[src/rtl/fetch_pkg.sv]
// Shared types and default sizing for the instruction-fetch sequencer.
package fetch_pkg;

    localparam int unsigned FETCH_ADDR_W    = 2;
    localparam int unsigned FETCH_INSTR_W   = 12;
    localparam int unsigned FETCH_ROM_DEPTH = 4;
    localparam int unsigned FETCH_RESET_PC  = 0;

    typedef enum logic [1:0] {
        IDLE    = 2'd0,
        FETCH   = 2'd1,
        CAPTURE = 2'd2,
        ISSUE   = 2'd3
    } fetch_state_t;

endpackage

[src/rtl/fetch_pc.sv]
// Program counter: wrap-around increment, branch/clear load, out-of-range fault.
module fetch_pc #(
    parameter int unsigned ADDR_W    = 2,
    parameter int unsigned ROM_DEPTH = 4,
    parameter int unsigned RESET_PC  = 0
) (
    input  logic              clk,
    input  logic              rst_n,
    input  logic              inc_i,
    input  logic              clear_i,
    input  logic              branch_i,
    input  logic [ADDR_W-1:0] target_i,
    output logic [ADDR_W-1:0] pc_o,
    output logic [ADDR_W-1:0] pc_next_c,
    output logic              fault_o
);

    localparam int unsigned EXT_W = ADDR_W + 1;

    logic [ADDR_W-1:0] pc_q, pc_d;
    logic              fault_q, fault_d;
    logic [EXT_W-1:0]  pc_inc;
    logic              target_oob;

    // One extra bit so the wrap compare works when ROM_DEPTH == 2**ADDR_W.
    assign pc_inc     = {1'b0, pc_q} + EXT_W'(1);
    assign target_oob = {1'b0, target_i} >= EXT_W'(ROM_DEPTH);

    always_comb begin
        pc_d    = pc_q;
        fault_d = 1'b0;
        if (branch_i) begin
            pc_d    = target_oob ? '0 : target_i;
            fault_d = target_oob;
        end else if (clear_i) begin
            pc_d = ADDR_W'(RESET_PC);
        end else if (inc_i) begin
            pc_d = (pc_inc == EXT_W'(ROM_DEPTH)) ? '0 : pc_inc[ADDR_W-1:0];
        end
    end

    always_ff @(posedge clk or negedge rst_n) begin
        if (!rst_n) begin
            pc_q    <= ADDR_W'(RESET_PC);
            fault_q <= 1'b0;
        end else begin
            pc_q    <= pc_d;
            fault_q <= fault_d;
        end
    end

    assign pc_o      = pc_q;
    assign pc_next_c = pc_d;
    assign fault_o   = fault_q;

endmodule

[src/rtl/fetch_controller.sv]
// Fetch sequencer: drives the ROM read, captures the word and offers it to decode.
module fetch_controller
    import fetch_pkg::*;
#(
    parameter int unsigned ADDR_W    = FETCH_ADDR_W,
    parameter int unsigned INSTR_W   = FETCH_INSTR_W,
    parameter int unsigned ROM_DEPTH = FETCH_ROM_DEPTH,
    parameter int unsigned RESET_PC  = FETCH_RESET_PC
) (
    input  logic               clk,
    input  logic               rst_n,
    input  logic               start,
    input  logic               halt,
    input  logic               branch_valid,
    input  logic [ADDR_W-1:0]  branch_target,
    output logic               rom_en,
    output logic [ADDR_W-1:0]  rom_addr,
    input  logic [INSTR_W-1:0] rom_data,
    output logic [INSTR_W-1:0] instr,
    output logic [ADDR_W-1:0]  instr_pc,
    output logic               instr_valid,
    input  logic               instr_ready,
    output logic               busy,
    output logic               fault
);

    fetch_state_t       state_q, state_d;
    logic               pc_inc, pc_clear, pc_branch, capture;
    logic [ADDR_W-1:0]  pc, pc_next;

    logic               rom_en_q, instr_valid_q, busy_q;
    logic [ADDR_W-1:0]  rom_addr_q, instr_pc_q;
    logic [INSTR_W-1:0] instr_q;

    fetch_pc #(
        .ADDR_W    (ADDR_W),
        .ROM_DEPTH (ROM_DEPTH),
        .RESET_PC  (RESET_PC)
    ) u_pc (
        .clk       (clk),
        .rst_n     (rst_n),
        .inc_i     (pc_inc),
        .clear_i   (pc_clear),
        .branch_i  (pc_branch),
        .target_i  (branch_target),
        .pc_o      (pc),
        .pc_next_c (pc_next),
        .fault_o   (fault)
    );

    always_ff @(posedge clk or negedge rst_n) begin
        if (!rst_n) begin
            state_q <= IDLE;
        end else begin
            state_q <= state_d;
        end
    end

    // Next state; a redirect from any busy state overrides everything else.
    always_comb begin
        state_d   = state_q;
        pc_inc    = 1'b0;
        pc_clear  = 1'b0;
        pc_branch = 1'b0;
        capture   = 1'b0;
        case (state_q)
            IDLE:    if (start) state_d = FETCH;
            FETCH:   state_d = CAPTURE;
            CAPTURE: begin
                capture = 1'b1;
                pc_inc  = 1'b1;
                state_d = ISSUE;
            end
            ISSUE: begin
                if (instr_ready) begin
                    if (halt) begin
                        state_d  = IDLE;
                        pc_clear = 1'b1;
                    end else begin
                        state_d = FETCH;
                    end
                end
            end
            default: state_d = IDLE;
        endcase
        if (branch_valid && state_q != IDLE) begin
            pc_branch = 1'b1;
            pc_inc    = 1'b0;
            pc_clear  = 1'b0;
            capture   = 1'b0;
            state_d   = FETCH;
        end
    end

    // Outputs are registered from the next state so they line up with it.
    always_ff @(posedge clk or negedge rst_n) begin
        if (!rst_n) begin
            rom_en_q      <= 1'b0;
            rom_addr_q    <= '0;
            instr_q       <= '0;
            instr_pc_q    <= '0;
            instr_valid_q <= 1'b0;
            busy_q        <= 1'b0;
        end else begin
            rom_en_q      <= (state_d == FETCH);
            instr_valid_q <= (state_d == ISSUE);
            busy_q        <= (state_d != IDLE);
            if (state_d == FETCH) begin
                rom_addr_q <= pc_next;
            end
            if (capture) begin
                instr_q    <= rom_data;
                instr_pc_q <= pc;
            end
        end
    end

    assign rom_en      = rom_en_q;
    assign rom_addr    = rom_addr_q;
    assign instr       = instr_q;
    assign instr_pc    = instr_pc_q;
    assign instr_valid = instr_valid_q;
    assign busy        = busy_q;

endmodule
[config.mk]
export PLATFORM = sky130hd
export DESIGN_NAME = fetch_controller
export DESIGN_NICKNAME = d
export VERILOG_FILES = /design/src/rtl/fetch_pkg.sv /design/src/rtl/fetch_pc.sv /design/src/rtl/fetch_controller.sv
export SDC_FILE = /design/constraint.sdc
export NUM_CORES = 1
export LEC_CHECK = 0
export ABC_AREA = 1
export CAP_MARGIN = 15
export CORE_ASPECT_RATIO = 1.2
export CORE_MARGIN = 1.5
export CORE_UTILIZATION = 43
export DETAILED_ROUTE_END_ITERATION = 16
export GPL_TIMING_DRIVEN = 0
export PLACE_DENSITY = 0.89
export SLEW_MARGIN = 20
export SYNTH_ARGS = -nofsm -noshare
export SYNTH_HDL_FRONTEND = slang
export SYNTH_SLANG_ARGS = --single-unit
[constraint.sdc]
create_clock -name clk -period 1.4 [get_ports clk]
set_clock_uncertainty 0.05 [all_clocks]
set_input_delay 0.35 -clock clk [delete_from_list [all_inputs] [get_ports clk]]
set_output_delay 0.35 -clock clk [all_outputs]
set_load 0.005 [all_outputs]
---- Yosys cells after proc, flatten, opt, wreduce, memory -nomap -nowiden ----
Cells that the tools add are included.
word-level totals
  bits in registers ....................... 23
cells by class
  add/sub/neg operators ................... 1
  equal/unequal tests ..................... 6
  mux-type cells .......................... 16
  reduce and logical (&&, ||, !) cells .... 4
operators by type and width
  kind                                                  number
  2-to-1 mux 2 bit                                      7
  2-to-1 mux 1 bit                                      8
  one-hot mux 2 bit (4 select lines)                    1
  equality test 2 bit (second input constant)           3
  equality test 2 x 1 -> 1 bit (second input constant)  2
  nonzero test 2 bit                                    2
  adder 2 x 1 -> 3 bit (second input constant)          1
  equality test 3 bit (second input constant)           1
  zero test 2 bit                                       1
  logical AND 1 bit                                     1

---- Logic depth before layout (Yosys ltp) ----
Gate-level depths: netlist of the first run.
  word-level depth ........................ 6
  gate-level depth with buffers ........... 9

---- By module ----
From an unflattened synthesis of the first run, not the netlist that was laid out.
second synthesis, totals
  cell total of the unflattened synthesis .. 114
  area, all modules ....................... 962.2 um^2
modules (own cells, without submodules)
  module            instances  cells an instance  area an instance (um^2)  seq. area each (um^2)
  fetch_controller  1          96                 842.1                    525.5
  fetch_pc          1          18                 120.1                    50.0

---- Worst setup path after synthesis of the first run ----
No wires, ideal clock.
  kind .................................... flip-flop to flip-flop
  start point ............................. register u_pc.pc_q[0] (netlist: u_pc.pc_o[0])
  end point ............................... register rom_addr_q[1] (netlist: rom_addr[1])
  data arrival time ....................... 0.992 ns
  required time ........................... 1.234 ns
  path slack .............................. 0.241 ns
  stages on the path, launching flop included .. 8
  path through ............................ dfrtp_1 > ha_1 > nand4_1 > nand2_1 > nand2_1 > nand2_2 > nand2_1 > nand2_1
on the way
  longest elaborated chain between the ends .. 6
RTL lines
  what                      line                     source
  from (decl)               fetch_pc.sv:20           logic [ADDR_W-1:0] pc_q, pc_d;
  from (signal assigned)    fetch_pc.sv:44           pc_q <= ADDR_W'(RESET_PC);
  from (signal assigned)    fetch_pc.sv:47           pc_q <= pc_d;
  adder 2 x 1 -> 3 bit (*)  fetch_pc.sv:26           assign pc_inc = {1'b0, pc_q} + EXT_W'(1);
  equality test 3 bit       fetch_pc.sv:38           pc_d = (pc_inc == EXT_W'(ROM_DEPTH)) ? '0 : pc_inc[ADDR_W-1:0];
  2-to-1 mux 2 bit (*)      fetch_pc.sv:38
  2-to-1 mux 2 bit (*)      fetch_pc.sv:37           end else if (inc_i) begin
  2-to-1 mux 2 bit (*)      fetch_pc.sv:35           end else if (clear_i) begin
  2-to-1 mux 2 bit (*)      fetch_pc.sv:32           if (branch_i) begin
  named net pc_next[1]      fetch_controller.sv:29   logic [ADDR_W-1:0] pc, pc_next;
  to (signal assigned)      fetch_controller.sv:109  rom_addr_q <= pc_next;
  to (decl)                 fetch_controller.sv:32   logic [ADDR_W-1:0] rom_addr_q, instr_pc_q;
The timed path passes the listed nets; every way through them passes the cells marked *.
A chain may end at the register's enable or synchronous reset.

---- Final worst setup path of the first run ----
  start point ............................. register instr_q[8] (netlist: instr[8])
  end point ............................... output port instr[8]
RTL lines
  what                    line                     source
  from (decl)             fetch_controller.sv:33   logic [INSTR_W-1:0] instr_q;
  from (signal assigned)  fetch_controller.sv:112  instr_q <= rom_data;
  to (decl)               fetch_controller.sv:19   output logic [INSTR_W-1:0] instr,
No word-level cell between the ends.

==> results of run 1 <==
flip-flops by register name (all words and copies together), names as in the netlist:
name / count
busy: 1
u_pc.pc_o: 2
state_q: 2
instr: 12
rom_addr: 2
rom_en: 1
instr_valid: 1
instr_pc: 2
layer usage:
metal,vias to the layer above,share of wire (%)
met4,0,1.8
met1,448,37
met3,6,3.8
met2,26,57
li1,466,-
met5,-,0
worst reg2reg max path, cell delays in order (launching register included):
cell and delay, ns:
dfrtp_1 0.47, inv_2 0.14, nand3_4 0.14, inv_2 0.13
buf_6 0.14, nand2_1 0.06, nand2_1 0.06
path summary, 6_finish.rpt:
kind	from	end	cells past startpoint
max in group asynchronous	rst_n	instr[4]	2
setup / recovery	instr[8]	instr[8]	1
min in group asynchronous	rst_n	rom_addr[0]	2
hold reg to reg	instr[1]	instr[1]	2
setup reg to reg	state_q[0]	instr[3]	6
hold / removal	instr[1]	instr[1]	2
repair_timing:
action / 4_1_cts / 5_1_grt
buffers inserted: 5 / 6
setup endpoints to repair: 19 / 16
resized for setup: 20 / 15
hold buffers: 0 / 1
hold endpoints to repair: 0 / 23
layout make-up:
| cell class | instances | area, um2 |
|---|---|---|
| tap | 31 | 38.8 |
| clock buffer | 3 | 22.5 |
| clock inverter | 1 | 5.00 |
| multi-input combinational | 86 | 414 |
| timing repair buffer | 50 | 464 |
| inverter | 6 | 22.5 |
| fill | 192 | 726 |
| buffer | 4 | 37.5 |
| sequential | 23 | 576 |
synth_stat cells, drive strengths merged:
master  number
dfrtp       23
nand3        2
conb         1
inv          6
buf          4
nand2       69
nor2        10
nand4        2
o21ai        1
ha           1
where the power goes:
part | internal, uW | switching, uW
combinational | 728 | 550
sequential | 945 | 171
clock | 107 | 200
total | 1780 | 922
cells by family (layout without fill, tap and decap cells):
| group | Yosys count | in the layout | synth area share (%) |
|---|---|---|---|
| flip-flops | 23 | 23 | 54.8 |
| buffers and inverters | 10 | 64 | 5.72 |
| adder cells (fa/ha/maj) | 1 | 1 | 1.19 |
| AND/OR/NAND/NOR | 83 | 83 | 37.1 |
| other | 1 | 1 | 0.357 |
| AO/OA/AOI/OAI | 1 | 1 | 0.834 |
through the flow:
step	setup slack, ns	cells	util [%]
global route	-0.0123	204	68.5
global placement	-0.191	188	63.7
finish	0.0232	204	68.5
CTS	0.000867	197	65.5
detailed placement	-0.257	188	63.7
floorplan	0.241	119	-
==> results by group, run 1 <==
Routing
  • Total number of vias: 946
  • Vias per cell: 4.64
  • Wirelength, routed: 2380 um
  • DRT iter0 DRCs: 6
  • WL/cell: 11.7 um
  • DRC viols: 0
  • First-pass detailed-route iteration total: 4
  • Antenna Violating Nets Remaining: 0

Placement
  • GP Congestion: 0.714
  • Placed inst area: 1470 um2
  • I/O Buffers: 38
  • Dpl hpwl: 1700 um

Critical path
  • Critical-path top delay cell: dfrtp_1
  • Kind of cell adding the most delay to the critical path: flip-flops
  • Critical Path, Cell by Cell: dlygate4sd2_1
  • CP arrival: 0.98 ns
  • Endpoint type of the worst setup path: output port
  • Bufs and invs on worst path: 1
  • Required @ worst endpoint: 1.00 ns
  • CP Class: reg -> out
  • Startpoint types: flop
  • R2R setup slack: 0.15 ns
  • Critical path peak fanout: 2
  • Slowest Stage Delay on Critical Path: 0.40 ns

Finish
  • Net count, final: 195
  • Most frequent cells in the layout: 59 x nand2_1, 23 x dfrtp_1, 18 x clkdlybuf4s50_1
  • Diodes inserted: 0
  • Most common cell after layout, fill and taps aside: nand2_1
  • Post-route cell area: 1580 um2
  • Area delta synth->final: 50.5%
  • Share of layout cells above drive strength 1: 23.7%

Yosys
  • Mapped Cells: 119
  • Sequential element share of the synthesized area: 54.8%
  • Dominant cell type by area after synthesis: dfrtp_1
  • Post-synthesis cell type count: 16
  • Total number of yosys warnings: 0
  • Top cell type's share of synthesized area: 54.8%
  • Syn nets: 140
  • Synthesized flop and latch total: 23
  • Mean Syn Cell Area: 8.82 um2
  • Top post-synthesis cells by area: dfrtp_1 55%, nand2_1 21%, nand2_2 6.0%
  • Synthesized area: 1050 um2

Power and ir drop
  • Leak: 0.000815 uW
  • Overall Power: 2700 uW
  • Power Density: 1710 nW/um2
  • Maximum vdd drop: 1.25 mV

CTS
  • CTS root buffer: clkbuf_4
  • CTS tree: built
  • CTS max path bufs: 2
  • Clock Latency Late Sink: 0.31 ns
  • CTS Sinks: 23
  • Clk pin slew, worst setup/hold paths: 0.12 ns
  • TritonCTS Buffers: 3
  • H-tree levels: 1

Global route
  • GR peak layer: met2
  • Largest net degree at the start of global routing: 24
  • Met1 usage: 19.3%
  • Global-route wire length before repair: 3620 um
  • GRT Total Usage: 18.6%
  • Grt ovf: 0
  • Vias in the first global route: 885
  • Met3 usage: 3.80%
  • Met2 usage: 33.5%
  • Initial antenna violation count: 0

Flow run
  • Max-cap violations: 0

Worst hold path
  • Type of the tightest min-delay check: reg -> reg

STA
  • Setup TNS: 0 ns
  • Max transition margin: 66.3%
  • Setup violators final: 0
  • Fmax: 0.726 GHz
  • Final hold viol count: 0
  • Max Slew Vio Count: 0
  • Final period utilization: 98.3%
  • Worst-margin pin slew: 0.505 ns
  • Hold WS: 0.440 ns
  • Min Tclk post-route: 1.38 ns

Die
  • Ports: 40
  • Die area: 2750 um2
  • Num rows: 19
  • CORE AREA: 2310 um2
  • Starting density of the core: 45.5%
  • Die height: 57.1 um
  • Die X: 48.1 um

Status
  • Status: finished clean
(Power assumes the default switching activity.)
==> inputs of run 2 (changes only) <==
--- a/config.mk
+++ b/config.mk
@@ -7,12 +7,14 @@
 export LEC_CHECK = 0
 export ABC_AREA = 1
 export CAP_MARGIN = 15
+export CELL_PAD_IN_SITES_DETAIL_PLACEMENT = 2
+export CELL_PAD_IN_SITES_GLOBAL_PLACEMENT = 2
 export CORE_ASPECT_RATIO = 1.2
 export CORE_MARGIN = 1.5
-export CORE_UTILIZATION = 43
+export CORE_UTILIZATION = 24
 export DETAILED_ROUTE_END_ITERATION = 16
 export GPL_TIMING_DRIVEN = 0
-export PLACE_DENSITY = 0.89
+export PLACE_DENSITY = 0.87
 export SLEW_MARGIN = 20
 export SYNTH_ARGS = -nofsm -noshare
 export SYNTH_HDL_FRONTEND = slang
==> run 2 against run 1 <==
The flow now finishes with violations (hold timing). Clock power rose by 37%. Utilization shrank 31 points. Combinational power down 9%. Setup slack better by 0.041 ns. Design area decreased by 0.16%. Sequential power is essentially flat. Power hardly changed. Cell count rose by 9.8%. Register-to-register slack lost 0.06 ns. Die area rose by 74%.
==> results by group, run 2 (synthesized netlist as in run 1, its figures left out) <==
STA
  • Hold WS: -0.00566 ns
  • Setup violators final: 0
  • Final period utilization: 95.4%
  • Final hold viol count: 13
  • Max transition margin: 65.1%
  • Worst setup margin: 0.0638 ns
  • Worst-margin pin slew: 0.524 ns
  • Min Tclk post-route: 1.34 ns
  • Max Slew Vio Count: 0
  • Fmax: 0.748 GHz

CTS
  • CTS tree: built
  • CTS root buffer: clkbuf_8
  • CTS Sinks: 23
  • CTS max path bufs: 2
  • Hold-fix buffers at CTS: 0
  • H-tree levels: 1
  • TritonCTS Buffers: 3
  • Clk pin slew, worst setup/hold paths: 0.08 ns
  • Clock Latency Late Sink: 0.27 ns

Critical path
  • Reg2reg path depth: 7
  • R2R setup slack: 0.09 ns
  • FF-to-FF Start: state_q[1]
  • Critical Path, Cell by Cell: dlygate4sd2_1
  • Slowest Stage Delay on Critical Path: 0.40 ns
  • Startpoint types: flop
  • Critical-path top delay cell: dfrtp_1
  • Kind of cell adding the most delay to the critical path: flip-flops
  • Required @ worst endpoint: 1.00 ns
  • Reg-to-reg endpoint: rom_addr[1]
  • Bufs and invs on worst path: 1
  • Critical path peak fanout: 2
  • CP arrival: 0.94 ns
  • Endpoint type of the worst setup path: output port
  • CP Class: reg -> out

Finish
  • Net count, final: 190
  • Most frequent cells in the layout: 59 x nand2_1, 23 x dfrtp_1, 19 x dlygate4sd2_1
  • Share of layout cells above drive strength 1: 22.0%
  • Area delta synth->final: 50.3%
  • Finished Layout Cells: 224
  • Final Core Density: 37.3%
  • Max FFs per register: 12
  • Most common cell after layout, fill and taps aside: nand2_1
  • Post-route cell area: 1580 um2
  • Diodes inserted: 0

Placement
  • I/O Buffers: 38
  • Placed inst area: 1500 um2
  • GP Congestion: 0.720
  • Placed Instances: 213
  • Dpl hpwl: 2340 um
  • Place WS: -0.331 ns

Die
  • Die area: 4780 um2
  • Starting density of the core: 24.8%
  • Num rows: 26
  • Die height: 75.5 um
  • Ports: 40
  • Die X: 63.4 um
  • CORE AREA: 4230 um2

Routing
  • Wirelength, routed: 3120 um
  • First-pass detailed-route iteration total: 3
  • Total number of vias: 937
  • DRT iter0 DRCs: 16
  • Vias per cell: 4.18
  • DRC viols: 0
  • Antenna Violating Nets Remaining: 0
  • WL/cell: 13.9 um

Global route
  • Vias in the first global route: 1057
  • Grt ovf: 0
  • GRT Total Usage: 13.8%
  • Largest net degree at the start of global routing: 24
  • Initial antenna violation count: 0
  • Global-route wire length before repair: 5000 um

Worst hold path
  • Type of the tightest min-delay check: in -> async

Flow run
  • Max-cap violations: 0

Power and ir drop
  • Leak: 0.000837 uW
  • Maximum vdd drop: 0.536 mV
  • Power Density: 1710 nW/um2

Status
  • Status: finished, violations left
  • Violated checks: hold timing
==> run 2: cell types whose count changed in the layout (fill, tap and decap cells not counted), sizes merged <==
cell | before | now
clkdlybuf4s15 | 16 | 0
dlygate4sd2 | 3 | 19
dlymetal6s2s | 0 | 1
buf | 16 | 12
dlygate4sd3 | 1 | 0
clkdlybuf4s50 | 18 | 17
==> run 2: worst max-delay path by stage <==
stage | startpoint | end | cells after the start
2_1_floorplan | u_pc.pc_o[0] | rom_addr[1] | 7
5_1_grt | state_q[1] | rom_addr[1] | 7
3_3_place_gp | rst_n | instr[11] | 1
3_5_place_dp | rst_n | instr[7] | 1
6_report | instr[5] | instr[5] | 1
4_1_cts | branch_valid | rom_addr[0] | 9
==> run 2: repair_timing <==
| item | 4_1_cts | 5_1_grt |
|---|---|---|
| buffers inserted | 4 | 3 |
| pin swaps | 0 | 2 |
| resized for setup | 20 | 2 |
| endpoints found under the setup margin | 42 | 12 |
==> run 2: through the flow <==
stage / TNS, ns / total power (uW)
after floorplan: 0 / 1630
after global placement: -9.27 / 2290
after detailed placement: -11.31 / 2380
after CTS: 0 / 2730
after global routing: -0.00486 / 2910
final: 0 / 2700
==> run 2: per-layer routing <==
| layer | wire length [um] | up-vias | global-route usage (%) |
|---|---|---|---|
| met5 | 0 | - | 0 |
| met2 | 1780 | 25 | 27.3 |
| met1 | 1170 | 455 | 14.3 |
| met4 | 42 | 0 | 6.52 |
| li1 | - | 453 | - |
| met3 | 133 | 4 | 2.22 |
==> run 2: report_power, final <==
part / total (uW) / leakage [uW] / internal, uW / switching, uW
Combinational: 1160 / 0.000527 / 586 / 572
Clock: 422 / 0.0000255 / 199 / 223
Sequential: 1120 / 0.000284 / 947 / 174
Total: 2700 / 0.000837 / 1730 / 969
==> run 2: area by class of cell <==
cell class	instances	area, um2
multi-input combinational	86	419
sequential	23	576
clock buffer	3	41.3
timing repair buffer	45	407
tap	56	70.1
clock inverter	1	5.00
fill	505	2650
inverter	6	22.5
buffer	4	37.5
==> inputs of run 3 (changes only) <==
--- a/config.mk
+++ b/config.mk
@@ -14,8 +14,9 @@
 export CORE_UTILIZATION = 24
 export DETAILED_ROUTE_END_ITERATION = 16
 export GPL_TIMING_DRIVEN = 0
-export PLACE_DENSITY = 0.87
+export PLACE_DENSITY = 0.91
 export SLEW_MARGIN = 20
 export SYNTH_ARGS = -nofsm -noshare
 export SYNTH_HDL_FRONTEND = slang
+export SYNTH_HIERARCHICAL = 1
 export SYNTH_SLANG_ARGS = --single-unit
==> constraint.sdc (replaced) <==
create_clock -name clk -period 1.7 [get_ports clk]
set_clock_uncertainty 0.05 [all_clocks]
set_input_delay 0.425 -clock clk [delete_from_list [all_inputs] [get_ports clk]]
set_output_delay 0.425 -clock clk [all_outputs]
set_load 0.005 [all_outputs]
==> run 3 against run 2 <==
The run now ends clean. Critical path depth stayed put. Design area decreased by 6.6%. Power is 24% lower. Highest routed layer unchanged. Non-clock buffer count shrank 7. Setup slack improved by 0.025 ns. Global-route usage up 0.37 points. Flip-flop and latch count is the same.
==> results by group, run 3 <==
Global route
  • Initial antenna violation count: 0
  • GRT Total Usage: 14.1%
  • Grt ovf: 0
  • Vias in the first global route: 1013
  • Global-route wire length before repair: 4690 um
  • Largest net degree at the start of global routing: 24

Routing
  • DRT iter0 DRCs: 18
  • First-pass detailed-route iteration total: 4
  • WL/cell: 13.1 um
  • Antenna Violating Nets Remaining: 0
  • Vias per cell: 4.32
  • Total number of vias: 912
  • Wirelength, routed: 2760 um
  • DRC viols: 0

STA
  • Max Slew Vio Count: 0
  • Setup violators final: 0
  • Fmax: 0.621 GHz
  • Min Tclk post-route: 1.61 ns
  • Max transition margin: 65.8%
  • Setup TNS: 0 ns
  • Worst-margin pin slew: 0.513 ns
  • Final hold viol count: 0
  • RSZ-0062 raised after global routing: no
  • Final period utilization: 94.8%

Die
  • Die X: 60.8 um
  • Die area: 4400 um2
  • Num rows: 25
  • Starting density of the core: 24.8%
  • Ports: 40
  • Die height: 72.4 um
  • CORE AREA: 3880 um2

Placement
  • Dpl hpwl: 2210 um
  • Placed Instances: 206
  • GP Congestion: 0.727
  • I/O Buffers: 38

Yosys
  • Syn nets: 134
  • Post-synthesis cell type count: 15
  • Top cell type's share of synthesized area: 59.8%
  • Top post-synthesis cells by area: dfrtp_1 60%, nand2_1 24%, nand3_1 3.6%
  • Most used DFF post-synth: dfrtp_1
  • Mapped Cells: 114
  • Dominant cell type by area after synthesis: dfrtp_1
  • Synthesized area: 962 um2
  • Most common library cells after synthesis: 61 x nand2_1, 23 x dfrtp_1, 8 x inv_1, 7 x nand3_1, 3 x nor2_1
  • Synthesized flop and latch total: 23
  • EDFF count, synth: 0
  • Most common cell in the netlist: nand2_1
  • Post-synth ARST share: 100%
  • Sequential element share of the synthesized area: 59.8%
  • Total number of yosys warnings: 6
  • Mean Syn Cell Area: 8.44 um2

CTS
  • CTS max path bufs: 2
  • CTS Sinks: 23
  • H-tree levels: 1
  • Clock Latency Late Sink: 0.26 ns
  • CTS tree: built
  • TritonCTS Buffers: 3
  • Clk pin slew, worst setup/hold paths: 0.08 ns
  • Hold-fix buffers at CTS: 0
  • CTS root buffer: clkbuf_8

Finish
  • Filler cells: 461
  • Area delta synth->final: 53.2%
  • Share of layout cells above drive strength 1: 10.2%
  • Multi-input logic area: 335 um2
  • Finished Layout Cells: 211
  • Sequential cell area: 577 um2
  • Most common cell after layout, fill and taps aside: nand2_1
  • Most frequent cells in the layout: 61 x nand2_1, 36 x clkdlybuf4s50_1, 22 x dfrtp_1
  • Net count, final: 178
  • Diodes inserted: 0
  • Max FFs per register: 12

Critical path
  • Critical Path, Cell by Cell: clkdlybuf4s50_1
  • Kind of cell adding the most delay to the critical path: buffers and inverters
  • Required @ worst endpoint: 1.22 ns
  • Bufs and invs on worst path: 1
  • Endpoint type of the worst setup path: output port
  • CP arrival: 1.14 ns
  • Startpoint types: flop
  • Critical-path top delay cell: clkdlybuf4s50_1
  • Critical path peak fanout: 2
  • Slowest Stage Delay on Critical Path: 0.52 ns
  • CP Class: reg -> out

Worst hold path
  • Type of the tightest min-delay check: in -> async

Power and ir drop
  • Power Density: 1390 nW/um2
  • Leak: 0.000734 uW
  • Maximum vdd drop: 0.283 mV

Status
  • Status: finished clean

Flow run
  • Max-cap violations: 0
run 3: changes by cell type after synthesis, sizes merged, moves of 2 or more:
cell / change
o21ai: +2
nand3: +5
inv: +3
nor2: -5
nand2: -7
nand4: -2
run 3: logic make-up (layout without fill, tap and decap cells):
kind of cell / count (synthesis) / in the layout / share of synthesized area [%]
AO/OA/AOI/OAI: 3 / 3 / 1.95
buffers and inverters: 12 / 55 / 6.24
flip-flops: 23 / 23 / 59.8
other: 1 / 1 / 0.390
AND/OR/NAND/NOR: 75 / 75 / 31.6
run 3: repair_timing:
item                                    in CTS  in global routing
resized for setup                            2                  4
endpoints found under the setup margin       2                  2
pin swaps                                    1                  0
buffers inserted                             1                  0
run 3: cell type report:
class                      count  share of cell area [%]
inverter                       9                    2.29
sequential                    23                    39.1
multi-input combinational     79                    22.8
timing repair buffer          39                    26.1
tap                           54                    4.58
clock buffer                   4                    3.06
buffer                         3                    2.04
run 3: path summary, 6_finish.rpt:
check	startpoint	end	slack (ns)	cells past startpoint
worst min-delay path	rst_n	instr[11]	0.08	1
worst max-delay path	rom_addr[0]	rom_addr[0]	0.09	1
worst max register to register	state_q[0]	rom_addr[0]	0.21	9
worst min register to register	instr[4]	instr[4]	0.43	2
min in group clk	instr[4]	instr[4]	0.43	2
max in group asynchronous	rst_n	state_q[0]	1.15	1
run 3: per-layer routing:
metal  up-vias  share of wire [%]  GRT usage [%]
li1        428                  -              -
met1       451                 35           14.8
met2        28                 58           27.6
met4         0                1.3           4.35
met5         -                  0              0
met3         5                5.9           2.14
run 3: report_power, final:
part | leakage [uW] | internal, uW | switching [uW]
sequential | 0.000283 | 766 | 136
combinational | 0.000428 | 478 | 338
clock | 0.0000228 | 167 | 168
total | 0.000734 | 1410 | 642
run 3: per-stage QoR:
stage	setup slack, ns	power, uW	utilization [%]	cell area (um2)	hold WS (ns)
floorplan	0.271	1170	-	962	0.0794
finish	0.0885	2050	38.0	1470	0.0764
detailed placement	-0.332	1740	36.4	1410	0.420
global route	0.0187	2220	38.0	1470	0.107
CTS	0.0149	2090	37.8	1470	0.438
global placement	-0.249	1660	36.4	1410	0.403
